`config.mk`:
```
export PLATFORM = sky130hd
export DESIGN_NAME = mem_access_unit
export DESIGN_NICKNAME = d
export VERILOG_FILES = /design/src/rtl/mem_access_pkg.sv /design/src/rtl/mem_access_unit_load_extender.sv /design/src/rtl/mem_access_unit.sv
export SDC_FILE = /design/constraint.sdc
export NUM_CORES = 1
export LEC_CHECK = 0
export CAP_MARGIN = 40
export CORE_MARGIN = 4
export CORE_UTILIZATION = 35
export DETAILED_ROUTE_END_ITERATION = 10
export GPL_ROUTABILITY_DRIVEN = 1
export PLACE_DENSITY = 0.65
export SYNTH_ARGS = -nofsm -noshare
export SYNTH_HDL_FRONTEND = slang
export SYNTH_SLANG_ARGS = --single-unit
```
`constraint.sdc`:
```
create_clock -name clk -period 4.2 [get_ports clk]
set_input_delay 0.63 -clock clk [delete_from_list [all_inputs] [get_ports clk]]
set_output_delay 0.63 -clock clk [all_outputs]
set_load 0.02 [all_outputs]
```
`src/rtl/mem_access_pkg.sv`:
```
// mem_access_pkg
// Shared definitions for the memory access unit: access-size encodings,
// FSM state type, default timeout and the alignment-check helper.
package mem_access_pkg;

  // Access size as carried on req_size.
  typedef enum logic [1:0] {
    SIZE_BYTE = 2'd0,
    SIZE_HALF = 2'd1,
    SIZE_WORD = 2'd2,
    SIZE_ILL  = 2'd3
  } mem_size_e;

  // Control FSM states.
  typedef enum logic [1:0] {
    ST_IDLE   = 2'd0,
    ST_ACCESS = 2'd1,
    ST_RESP   = 2'd2
  } mau_state_e;

  // Maximum number of ACCESS cycles spent waiting for mem_ack.
  localparam int unsigned WAIT_LIMIT_DEFAULT = 64;

  // A request is misaligned when its size is illegal, or when the low
  // address bits do not match the natural alignment of the access.
  function automatic logic is_misaligned(input logic [1:0] size,
                                         input logic [1:0] offset);
    logic mis;
    case (size)
      SIZE_BYTE: mis = 1'b0;
      SIZE_HALF: mis = offset[0];
      SIZE_WORD: mis = |offset;
      default:   mis = 1'b1;
    endcase
    return mis;
  endfunction

endpackage

```
`src/rtl/mem_access_unit_load_extender.sv`:
```
// load_extender
// Combinational lane select and sign/zero extension of a loaded word.
// Ports:
//   rdata_i  [31:0] raw word returned by memory
//   offset_i [1:0]  byte offset within the word (addr[1:0])
//   size_i   [1:0]  access size (byte/half/word)
//   sign_i          1 = sign-extend, 0 = zero-extend
//   data_o   [31:0] extended load result
module load_extender
  import mem_access_pkg::*;
(
  input  logic [31:0] rdata_i,
  input  logic [1:0]  offset_i,
  input  logic [1:0]  size_i,
  input  logic        sign_i,
  output logic [31:0] data_o
);

  logic [7:0]  byte_sel;
  logic [15:0] half_sel;

  always_comb begin
    // Little-endian: byte lane n sits in bits [8n+7:8n].
    byte_sel = rdata_i[7:0];
    case (offset_i)
      2'd0: byte_sel = rdata_i[7:0];
      2'd1: byte_sel = rdata_i[15:8];
      2'd2: byte_sel = rdata_i[23:16];
      2'd3: byte_sel = rdata_i[31:24];
      default: byte_sel = rdata_i[7:0];
    endcase
    // Halfwords are always 2-byte aligned here, so only offset bit 1 matters.
    half_sel = offset_i[1] ? rdata_i[31:16] : rdata_i[15:0];
  end

  always_comb begin
    data_o = rdata_i;
    case (size_i)
      SIZE_BYTE: data_o = {{24{sign_i & byte_sel[7]}}, byte_sel};
      SIZE_HALF: data_o = {{16{sign_i & half_sel[15]}}, half_sel};
      default:   data_o = rdata_i;
    endcase
  end

endmodule

```
`src/rtl/mem_access_unit.sv`:
```
// mem_access_unit
// Executes one load/store at a time against a word-wide memory port.
// Requests are accepted in IDLE, checked for alignment, issued to memory
// in ACCESS (held stable until mem_ack or timeout) and answered with a
// single-cycle response in RESP.
// Ports:
//   clk, resetn                    clock, asynchronous active-low reset
//   req_valid/req_ready            request handshake
//   req_we/size/sign/addr/wdata/rt request fields
//   mem_en/wen/addr/wdata          memory request (word aligned, lane replicated)
//   mem_rdata/mem_ack              memory read data and completion
//   resp_valid/rdata/rt/err        one-cycle response; err = misaligned or timeout
module mem_access_unit
  import mem_access_pkg::*;
#(
  parameter int unsigned WAIT_LIMIT = WAIT_LIMIT_DEFAULT
) (
  input  logic        clk,
  input  logic        resetn,
  input  logic        req_valid,
  output logic        req_ready,
  input  logic        req_we,
  input  logic [1:0]  req_size,
  input  logic        req_sign,
  input  logic [31:0] req_addr,
  input  logic [31:0] req_wdata,
  input  logic [4:0]  req_rt,
  output logic        mem_en,
  output logic [3:0]  mem_wen,
  output logic [31:0] mem_addr,
  output logic [31:0] mem_wdata,
  input  logic [31:0] mem_rdata,
  input  logic        mem_ack,
  output logic        resp_valid,
  output logic [31:0] resp_rdata,
  output logic [4:0]  resp_rt,
  output logic        resp_err
);

  // The counter only needs to reach WAIT_LIMIT-1: the last waiting cycle
  // is recognised by comparison rather than by counting past it.
  localparam int unsigned CNT_W = (WAIT_LIMIT < 2) ? 1 : $clog2(WAIT_LIMIT);
  localparam logic [CNT_W-1:0] CNT_LAST = CNT_W'(WAIT_LIMIT - 1);

  mau_state_e state_q, state_d;
  logic [CNT_W-1:0] cnt_q, cnt_d;

  logic        we_q,    we_d;
  logic [1:0]  size_q,  size_d;
  logic        sign_q,  sign_d;
  logic [31:0] addr_q,  addr_d;
  logic [31:0] wdata_q, wdata_d;
  logic [4:0]  rt_q,    rt_d;

  logic [31:0] rdata_q, rdata_d;
  logic        err_q,   err_d;

  logic [31:0] load_data;
  logic [3:0]  store_wen;
  logic [31:0] store_wdata;

  load_extender u_load_extender (
    .rdata_i  (mem_rdata),
    .offset_i (addr_q[1:0]),
    .size_i   (size_q),
    .sign_i   (sign_q),
    .data_o   (load_data)
  );

  // Byte enables and replicated store data derived from the captured request.
  always_comb begin
    store_wen   = 4'b1111;
    store_wdata = wdata_q;
    case (size_q)
      SIZE_BYTE: begin
        store_wen   = 4'b0001 << addr_q[1:0];
        store_wdata = {4{wdata_q[7:0]}};
      end
      SIZE_HALF: begin
        store_wen   = 4'b0011 << addr_q[1:0];
        store_wdata = {2{wdata_q[15:0]}};
      end
      default: begin
        store_wen   = 4'b1111;
        store_wdata = wdata_q;
      end
    endcase
  end

  always_ff @(posedge clk or negedge resetn) begin
    if (!resetn) begin
      state_q <= ST_IDLE;
      cnt_q   <= '0;
      we_q    <= 1'b0;
      size_q  <= 2'd0;
      sign_q  <= 1'b0;
      addr_q  <= 32'd0;
      wdata_q <= 32'd0;
      rt_q    <= 5'd0;
      rdata_q <= 32'd0;
      err_q   <= 1'b0;
    end else begin
      state_q <= state_d;
      cnt_q   <= cnt_d;
      we_q    <= we_d;
      size_q  <= size_d;
      sign_q  <= sign_d;
      addr_q  <= addr_d;
      wdata_q <= wdata_d;
      rt_q    <= rt_d;
      rdata_q <= rdata_d;
      err_q   <= err_d;
    end
  end

  always_comb begin
    state_d = state_q;
    cnt_d   = cnt_q;
    we_d    = we_q;
    size_d  = size_q;
    sign_d  = sign_q;
    addr_d  = addr_q;
    wdata_d = wdata_q;
    rt_d    = rt_q;
    rdata_d = rdata_q;
    err_d   = err_q;

    // Gating with resetn keeps req_ready low while reset is held, even
    // though the state register is already IDLE.
    req_ready  = (state_q == ST_IDLE) && resetn;
    mem_en     = 1'b0;
    mem_wen    = 4'b0000;
    mem_addr   = 32'd0;
    mem_wdata  = 32'd0;
    resp_valid = 1'b0;
    resp_rdata = 32'd0;
    resp_rt    = 5'd0;
    resp_err   = 1'b0;

    case (state_q)
      ST_IDLE: begin
        if (req_valid) begin
          we_d    = req_we;
          size_d  = req_size;
          sign_d  = req_sign;
          addr_d  = req_addr;
          wdata_d = req_wdata;
          rt_d    = req_rt;
          cnt_d   = '0;
          if (is_misaligned(req_size, req_addr[1:0])) begin
            // Answer straight away without touching memory.
            state_d = ST_RESP;
            err_d   = 1'b1;
            rdata_d = 32'd0;
          end else begin
            state_d = ST_ACCESS;
          end
        end
      end

      ST_ACCESS: begin
        mem_en    = 1'b1;
        mem_addr  = {addr_q[31:2], 2'b00};
        mem_wen   = we_q ? store_wen : 4'b0000;
        mem_wdata = store_wdata;
        // An ack on the last allowed cycle wins over the timeout.
        if (mem_ack) begin
          state_d = ST_RESP;
          err_d   = 1'b0;
          rdata_d = we_q ? 32'd0 : load_data;
        end else if (cnt_q == CNT_LAST) begin
          state_d = ST_RESP;
          err_d   = 1'b1;
          rdata_d = 32'd0;
        end else begin
          cnt_d = cnt_q + 1'b1;
        end
      end

      ST_RESP: begin
        resp_valid = 1'b1;
        resp_rdata = rdata_q;
        resp_rt    = rt_q;
        resp_err   = err_q;
        state_d    = ST_IDLE;
      end

      default: begin
        state_d = ST_IDLE;
      end
    endcase
  end

endmodule

```
# Word-level counts from Yosys, hierarchy flattened
# Index checks and enable logic that the tools add are counted.
# totals
register_bits	114
out_inout_bits	109
wordCells	77
# classes
add_sub_neg	1
n_eq_ne	14
shift	2
n_mux	37
n_bitwise	2
n_reduce_logical	11
# op_table
cell	count
32-bit two-way mux	8
32-bit one-hot mux with 2 select lines	3
8-bit one-hot mux with 4 select lines	1
6-bit two-way mux	3
16-bit two-way mux	1
6-bit one-hot mux with 2 select lines	1
1-bit two-way mux	9
2-bit by 1-bit == test with 1-bit output (second input constant)	4
2-bit == test (second input constant)	4
2-bit zero test	4
2-bit two-way mux	4
4-bit two-way mux	2
4-bit one-hot mux with 2 select lines	1
4-bit AND reduction	2
6-bit by 1-bit adder with 6-bit output (second input constant)	1
6-bit == test (second input constant)	1
2-bit inequality test (second input constant)	3
5-bit two-way mux	1
2-bit one-hot mux with 2 select lines	1
2-bit AND reduction	2
1-bit by 2-bit left shift with 4-bit output (first input constant)	1
2-bit by 2-bit left shift with 4-bit output (first input constant)	1
3-bit inequality test (second input constant)	1
1-bit one-hot mux with 3 select lines	1
6 further kinds	7

# Longest topological paths before layout
# Gate-level depths: netlist (run 1).
# logic_depth
ltp_word	7
mapped_depth	7
ltp_nobuf	5

# Modules after synthesis
# A second synthesis (run 1) with hierarchy kept.
# unflattened
cells_unflattened	592
hier_area_um2	6498.7
# by_module_without_submodules
mod	instances	cells_each	area_each_um2
mem_access_unit	1	459	5475.3
load_extender	1	133	1023.5

# Worst setup path after synthesis (run 1)
# Ideal clock, no wire load.
# synth_path
path_kind	register to output
from	reg size_q[0]
to	out mem_wdata[10]
arrival_ns	1.616
t_required_ns	3.570
path_slack_ns	1.954
path_stages_with_launch	6
n_path_buf	2
path_cell_list	dfrtp_1 -> clkbuf_1 -> nor2_1 -> clkbuf_1 -> nand2_1 -> a21oi_1
# synth_via
elab_chain_cells	3
word_cells_on_any_way	4
classes_between	1 x eq/ne; 2 x mux; 1 x reduce/logical
# synth_rtl
element	line_no	text
start: declaration	mem_access_unit.sv:49	logic [1:0] size_q, size_d;
start signal: assignment	mem_access_unit.sv:106	size_q <= size_d;
2-bit by 1-bit == test with 1-bit output or 2-bit zero test (tied branches)	mem_access_unit.sv:74	case (size_q)
32-bit one-hot mux with 2 select lines (*)	mem_access_unit.sv:74	
32-bit two-way mux (*)	mem_access_unit.sv:140	case (state_q)
end: declaration	mem_access_unit.sv:31	output logic [31:0] mem_wdata,
# Every way passes the cells marked *; elsewhere a longest branch is shown, timed or not.

# Worst setup path after layout (run 1)
# layout_path
from	reg size_q[1]
to	out mem_wdata[15]
# The elaborated chain is that of the path after synthesis.

==> results.py, run 1 <==
metrics = {
    "synth": {
        "ys_seq_area_share_pct": 46.92,
        "synthFlopType": "dfrtp_1",
        "ys_types": 46,
        "synth_top_area_share_pct": 46.92,
        "async_reset_ff_share_pct": 100.0,
        "yosysWarnings": 0,
        "synth_area_mm2": 0.006080,
        "synth_top_cell_by_area": "dfrtp_1",
        "synth.avg_cell_area_um2": 8.551,
        "postSynthCellCount": 711,
        "ys_ff_latch": 114,
        "synth_enable_flop_cells": 0,
        "synth_area_leaders": "dfrtp_1 (47%), nand2_1 (16%), and2_1 (7.9%), mux2i_1 (4.4%), clkbuf_1 (2.3%)",
    },
    "floorplan": {
        "die-area_mm2": 0.01954,
        "dieHeight_um": 139.8,
        "initial_core_util_pct": 36.15,
        "die_w_um": 139.8,
        "io_pins": 218,
        "rows": 47,
        "core-area_mm2": 0.01682,
    },
    "timing": {
        "fin_crit_ps": 3371,
        "max_freq_mhz": 296.7,
        "clock_skew_ps": 5.510,
        "fin_crit_sh_pct": 80.26,
        "maxSlewViolCount": 0,
        "finalHoldViolations": 0,
        "maxSlewHeadroom_pct": 42.38,
        "worstMarginPinSlew_ps": 864.3,
        "fin_setup_tns_ps": 0,
        "setup-violations-final": 0,
        "rsz0062_at_grt": "false",
    },
    "pwr": {
        "ir_worst_vdd_uv": 340.7,
        "power_leakage_nw": 4.177,
        "p_per_area_mw_per_mm2": 511.5,
    },
    "critical_path": {
        "start_kind": "register",
        "cp.required_ps": 3570,
        "reg2regPathDepth": 5,
        "critPathMaxFanout": 44,
        "critPathSlowestCell": "clkdlybuf4s50_1",
        "cp_data_arrival_time_ps": 2740,
        "crit_buf_inv": 3,
        "crit_top_cell": "nand2_1",
        "crit_cells": 6,
        "slowest_delay_ps": 640,
        "rrSetupSlack_ps": 1790,
        "setup.worst_path.end_class": "output port",
        "path_class": "register to output port",
        "path_cells": "buf_4 -> inv_1 -> nand2_1 -> nand2_1 -> a21oi_1 -> clkdlybuf4s50_1",
        "cp_top_family": "buffers and inverters",
    },
    "clock_network": {
        "root_buffer": "clkbuf_16",
        "cts_setup_buffers": 0,
        "clock_latency_ps": 420,
        "ctsHtreeMaxLevel": 4,
        "clock_sinks": 114,
        "numCtsBuffers": 17,
        "clk_pin_slew_worst_paths_ps": 60,
        "clock_path_buffers": 2,
        "cts_hold_repair.buffers": 0,
        "cts_tree": "done",
        "cts_resized": 0,
    },
    "drt": {
        "vias_per_cell": 4.872,
        "drtIter0Drc": 389,
        "route.detailed.drc": 0,
        "drt_pass1_iterations": 5,
        "drt_wl_total_um": 20070,
        "wire_per_inst_um": 17.57,
        "antenna_left": 0,
        "dr_total_vias": 5564,
    },
    "finish": {
        "layout_commonest_cell": "nand2_1",
        "final_cell_mix": "nand2_1 (252), clkdlybuf4s50_1 (214), dfrtp_1 (113), and2_1 (77), nor2_1 (37)",
        "nets": 1019,
        "drive_above_1_share_pct": 8.460,
        "num_antenna_cells": 0,
        "area_growth_pct": 48.47,
        "design_area_mm2": 0.009026,
    },
    "global_route": {
        "grtUsageTotal_pct": 20.57,
        "grt-ovfl-total": 0,
        "grt_max_degree": 82,
        "antenna_found_initial": 1,
        "grt_pass1_wl_um": 31770,
        "grt_pass1_vias": 5612,
    },
    "placement": {
        "gp_congestion": 0.8551,
        "hpwl_um": 14240,
        "placed_area_mm2": 0.008441,
        "placement.io_buffers": 215,
    },
    "run": {
        "drv_cap": 0,
    },
    "status": {
        "status": "complete, no violations",
    },
    "min_path": {
        "hold_class": "primary input to asynchronous set/reset pin",
    },
}
[cells in the mapped netlist (10+ instances only)]
library cell / n
a21oi_1: 20
a221o_2: 10
a221oi_1: 15
and2_1: 77
clkbuf_1: 37
dfrtp_1: 114
inv_1: 21
mux2_2: 10
mux2i_1: 27
nand2_1: 253
nor2_1: 37
[sequential cells by signal, indices dropped and copies added, names as in the netlist]
signal	flops
addr_q	32
cnt_q	6
err_q	1
rdata_q	32
rt_q	5
sign_q	1
size_q	2
state_q	2
wdata_q	32
we_q	1
[cell families after synthesis]
| kind of cell | after synthesis | share of synthesized area [%] |
|---|---|---|
| AO/OA/AOI/OAI | 100 | 12.86 |
| adder cells (fa/ha/maj) | 1 | 0.2058 |
| flip-flops | 114 | 46.92 |
| multiplexers | 38 | 6.668 |
| other | 1 | 0.06168 |
| XOR/XNOR | 1 | 0.1441 |
| AND/OR/NAND/NOR | 382 | 27.78 |
| buffers and inverters | 74 | 5.351 |
[power breakdown]
part | leakage (nW) | switching, mW | internal, mW
sequential | 1.45 | 0.251 | 1.41
clock | 0.272 | 0.550 | 0.875
combinational | 2.45 | 0.841 | 0.694
total | 4.18 | 1.64 | 2.97
[path summary, 6_finish.rpt]
| kind | from | to |
|---|---|---|
| worst max-delay path | size_q[1]$_DFFE_PN0P_ | mem_wdata[15] |
| worst min-delay path | resetn | wdata_q[17]$_DFFE_PN0P_ |
| worst max register to register | state_q[0]$_DFFE_PN0P_ | cnt_q[5]$_DFFE_PN0P_ |
| worst min register to register | addr_q[8]$_DFFE_PN0P_ | addr_q[8]$_DFFE_PN0P_ |
| max in group asynchronous | resetn | rdata_q[12]$_DFFE_PN0P_ |
| min in group clk | addr_q[8]$_DFFE_PN0P_ | addr_q[8]$_DFFE_PN0P_ |
[worst register-to-register path, stage by stage, from the launching register on]
cell       delay (ps)
dfrtp_1           450
nor3b_2           300
buf_4             700
o2111ai_1         350
o311ai_0          340
o41ai_1           120
[metrics by stage]
step	instances	total power [mW]	utilization (%)	worst slack (ps)	hold slack (ps)
detailed placement	1110	3.216	50.19	1122	453.9
global placement	1106	3.180	49.78	972.1	448.6
global route	1142	4.902	53.67	623.1	115.6
CTS	1142	4.659	53.67	797.2	101.5
finish	1142	4.617	53.67	829.2	104.0
floorplan	712	2.564	-	1954	334.4
[area by class of cell]
| class | count | area (um2) |
|---|---|---|
| clock inverters | 15 | 160.2 |
| repair buffers | 231 | 2308 |
| fillers | 1617 | 7792 |
| clock buffers | 17 | 425.4 |
| inverters | 21 | 78.83 |
| multi-input cells | 524 | 2924 |
| well taps | 220 | 275.3 |
| flip-flops and latches | 114 | 2854 |
[metal layers]
metal	vias to the layer above	global-route usage, %	wire, um
met1	2575	27.31	8846
met4	2	5.456	237
met3	18	8.679	2073
met5	-	0	15
li1	2738	-	-
met2	231	31.05	8891
No activity file was read; power rests on OpenSTA's default activity.
==> run 2: changes to the inputs <==
- PLACE_DENSITY: 0.65 -> 0.68
- clock period: 4.2 -> 2.8 ns (I/O delays scaled with it)
==> run 2 against run 1 <==
  * Die area unchanged
  * First-iteration DRC count down 12%
  * Total power up 53%
  * Largest power group unchanged
  * Global-route usage up 0.33 points
  * Largest cell class unchanged
  * Worst hold slack better by 300 ps
  * Non-clock buffer count up 11
  * Sequential power up 49%
  * Critical endpoint is now mem_wdata[14]
  * Clock power up 53%
==> results.py, run 2 (synthesis gave the netlist of run 1 again) <==
metrics = {
    "global_route": {
        "grt_pass1_vias": 5780,
        "antenna_found_initial": 1,
        "grt-ovfl-total": 0,
        "grt_pass1_wl_um": 32260,
        "grtUsageTotal_pct": 20.90,
        "grt_max_degree": 58,
    },
    "floorplan": {
        "die_w_um": 139.8,
        "initial_core_util_pct": 36.15,
        "die-area_mm2": 0.01954,
        "io_pins": 218,
        "core-area_mm2": 0.01682,
        "dieHeight_um": 139.8,
        "rows": 47,
    },
    "drt": {
        "route.detailed.drc": 0,
        "vias_per_cell": 4.979,
        "drtIter0Drc": 344,
        "wire_per_inst_um": 17.53,
        "dr_total_vias": 5746,
        "drt_pass1_iterations": 5,
        "antenna_left": 0,
        "drt_wl_total_um": 20230,
    },
    "pwr": {
        "p_per_area_mw_per_mm2": 771.2,
        "ir_worst_vdd_uv": 546.1,
        "power_leakage_nw": 4.268,
    },
    "clock_network": {
        "cts_tree": "done",
        "root_buffer": "clkbuf_16",
        "clock_path_buffers": 2,
        "clock_sinks": 114,
        "ctsHtreeMaxLevel": 4,
        "clk_pin_slew_worst_paths_ps": 60,
        "clock_latency_ps": 410,
        "numCtsBuffers": 17,
    },
    "timing": {
        "worstMarginPinSlew_ps": 733.4,
        "max_freq_mhz": 374.1,
        "fin_crit_sh_pct": 95.46,
        "maxSlewHeadroom_pct": 51.11,
        "maxSlewViolCount": 0,
        "fin_setup_tns_ps": 0,
        "clock_skew_ps": 6.787,
        "fin_crit_ps": 2673,
        "rsz0062_at_grt": "false",
        "setup-violations-final": 0,
        "finalHoldViolations": 0,
    },
    "critical_path": {
        "cp_top_family": "buffers and inverters",
        "critPathSlowestCell": "clkdlybuf4s50_1",
        "slowest_delay_ps": 640,
        "setup.worst_path.end_class": "output port",
        "start_kind": "register",
        "cp.required_ps": 2380,
        "path_cells": "nor2_1 -> buf_4 -> nand2_1 -> a21oi_1 -> clkdlybuf4s50_1",
        "crit_buf_inv": 2,
        "path_class": "register to output port",
        "cp_data_arrival_time_ps": 2250,
        "critPathMaxFanout": 15,
    },
    "placement": {
        "gp_congestion": 0.8447,
        "hpwl_um": 14530,
        "placement.io_buffers": 215,
    },
    "status": {
        "status": "complete, no violations",
    },
    "finish": {
        "final_cell_mix": "nand2_1 (252), clkdlybuf4s50_1 (212), dfrtp_1 (113), and2_1 (77), nor2_1 (37)",
        "drive_above_1_share_pct": 9.539,
        "top_regs": "addr_q: 32 flops, rdata_q: 32 flops, wdata_q: 32 flops",
        "finish.utilization_pct": 54.39,
        "layout_commonest_cell": "nand2_1",
        "fillers": 1572,
        "nets": 1030,
        "area_growth_pct": 50.46,
    },
    "run": {
        "drv_cap": 0,
    },
    "min_path": {
        "hold_class": "primary input to asynchronous set/reset pin",
    },
}
run 2: final timing paths:
kind | start | endpoint | slack [ps] | cells after the start
setup / recovery | size_q[1]$_DFFE_PN0P_ | mem_wdata[14] | 130 | 5
hold / removal | resetn | addr_q[22]$_DFFE_PN0P_ | 410 | 2
setup reg to reg | state_q[1]$_DFFE_PN0P_ | rdata_q[30]$_DFFE_PN0P_ | 610 | 6
hold reg to reg | addr_q[11]$_DFFE_PN0P_ | addr_q[11]$_DFFE_PN0P_ | 460 | 2
max in group asynchronous | resetn | size_q[1]$_DFFE_PN0P_ | 1350 | 3
min in group clk | addr_q[11]$_DFFE_PN0P_ | addr_q[11]$_DFFE_PN0P_ | 460 | 2
run 2: repair_timing:
item                                   in CTS  in global routing
hold buffers                                1                  0
endpoints found under the hold margin      16                  0
buffers inserted                            0                  0
setup endpoints to repair                   0                 37
gates resized for setup                     0                  5
run 2: through the flow:
stage	hold slack, ps	power (mW)	std cells	worst slack (ps)	area, um2
finish	406.9	7.055	1154	127.0	9148
CTS	405.2	7.117	1153	14.10	9131
floorplan	124.4	3.846	712	764.1	6083
detailed placement	312.9	4.894	1120	436.0	8527
global route	442.2	7.483	1153	11.33	9145
global placement	308.4	4.860	1120	454.2	8527
run 2: metal layers:
metal	share of wire [%]	GRT usage, %
met1	42	26.33
met2	45	32.39
met3	12	9.674
met4	1.5	5.915
met5	0	0
run 2: final cells by class:
| class | instances | area, um2 | share of cell area [%] |
|---|---|---|---|
| diodes | 1 | 2.502 | 0.02736 |
| clock buffers | 18 | 429.2 | 4.692 |
| clock inverters | 14 | 165.2 | 1.805 |
| inverters | 21 | 82.58 | 0.9027 |
| multi-input cells | 524 | 2925 | 31.98 |
| flip-flops and latches | 114 | 2854 | 31.20 |
| well taps | 220 | 275.3 | 3.009 |
| repair buffers | 242 | 2414 | 26.38 |
run 2: worst reg2reg max path: stages, from the launching register on:
cell and delay [ps]:
dfrtp_1 430, nand2b_4 170, buf_4 240, or3_1 410
nor4b_4 550, buf_12 210, a221o_2 110
run 2: where the power goes:
part / switching [mW] / internal, mW / total (mW) / leakage (nW)
clock: 0.801 / 1.39 / 2.19 / 0.278
sequential: 0.357 / 2.11 / 2.47 / 1.45
combinational: 1.30 / 1.10 / 2.40 / 2.54
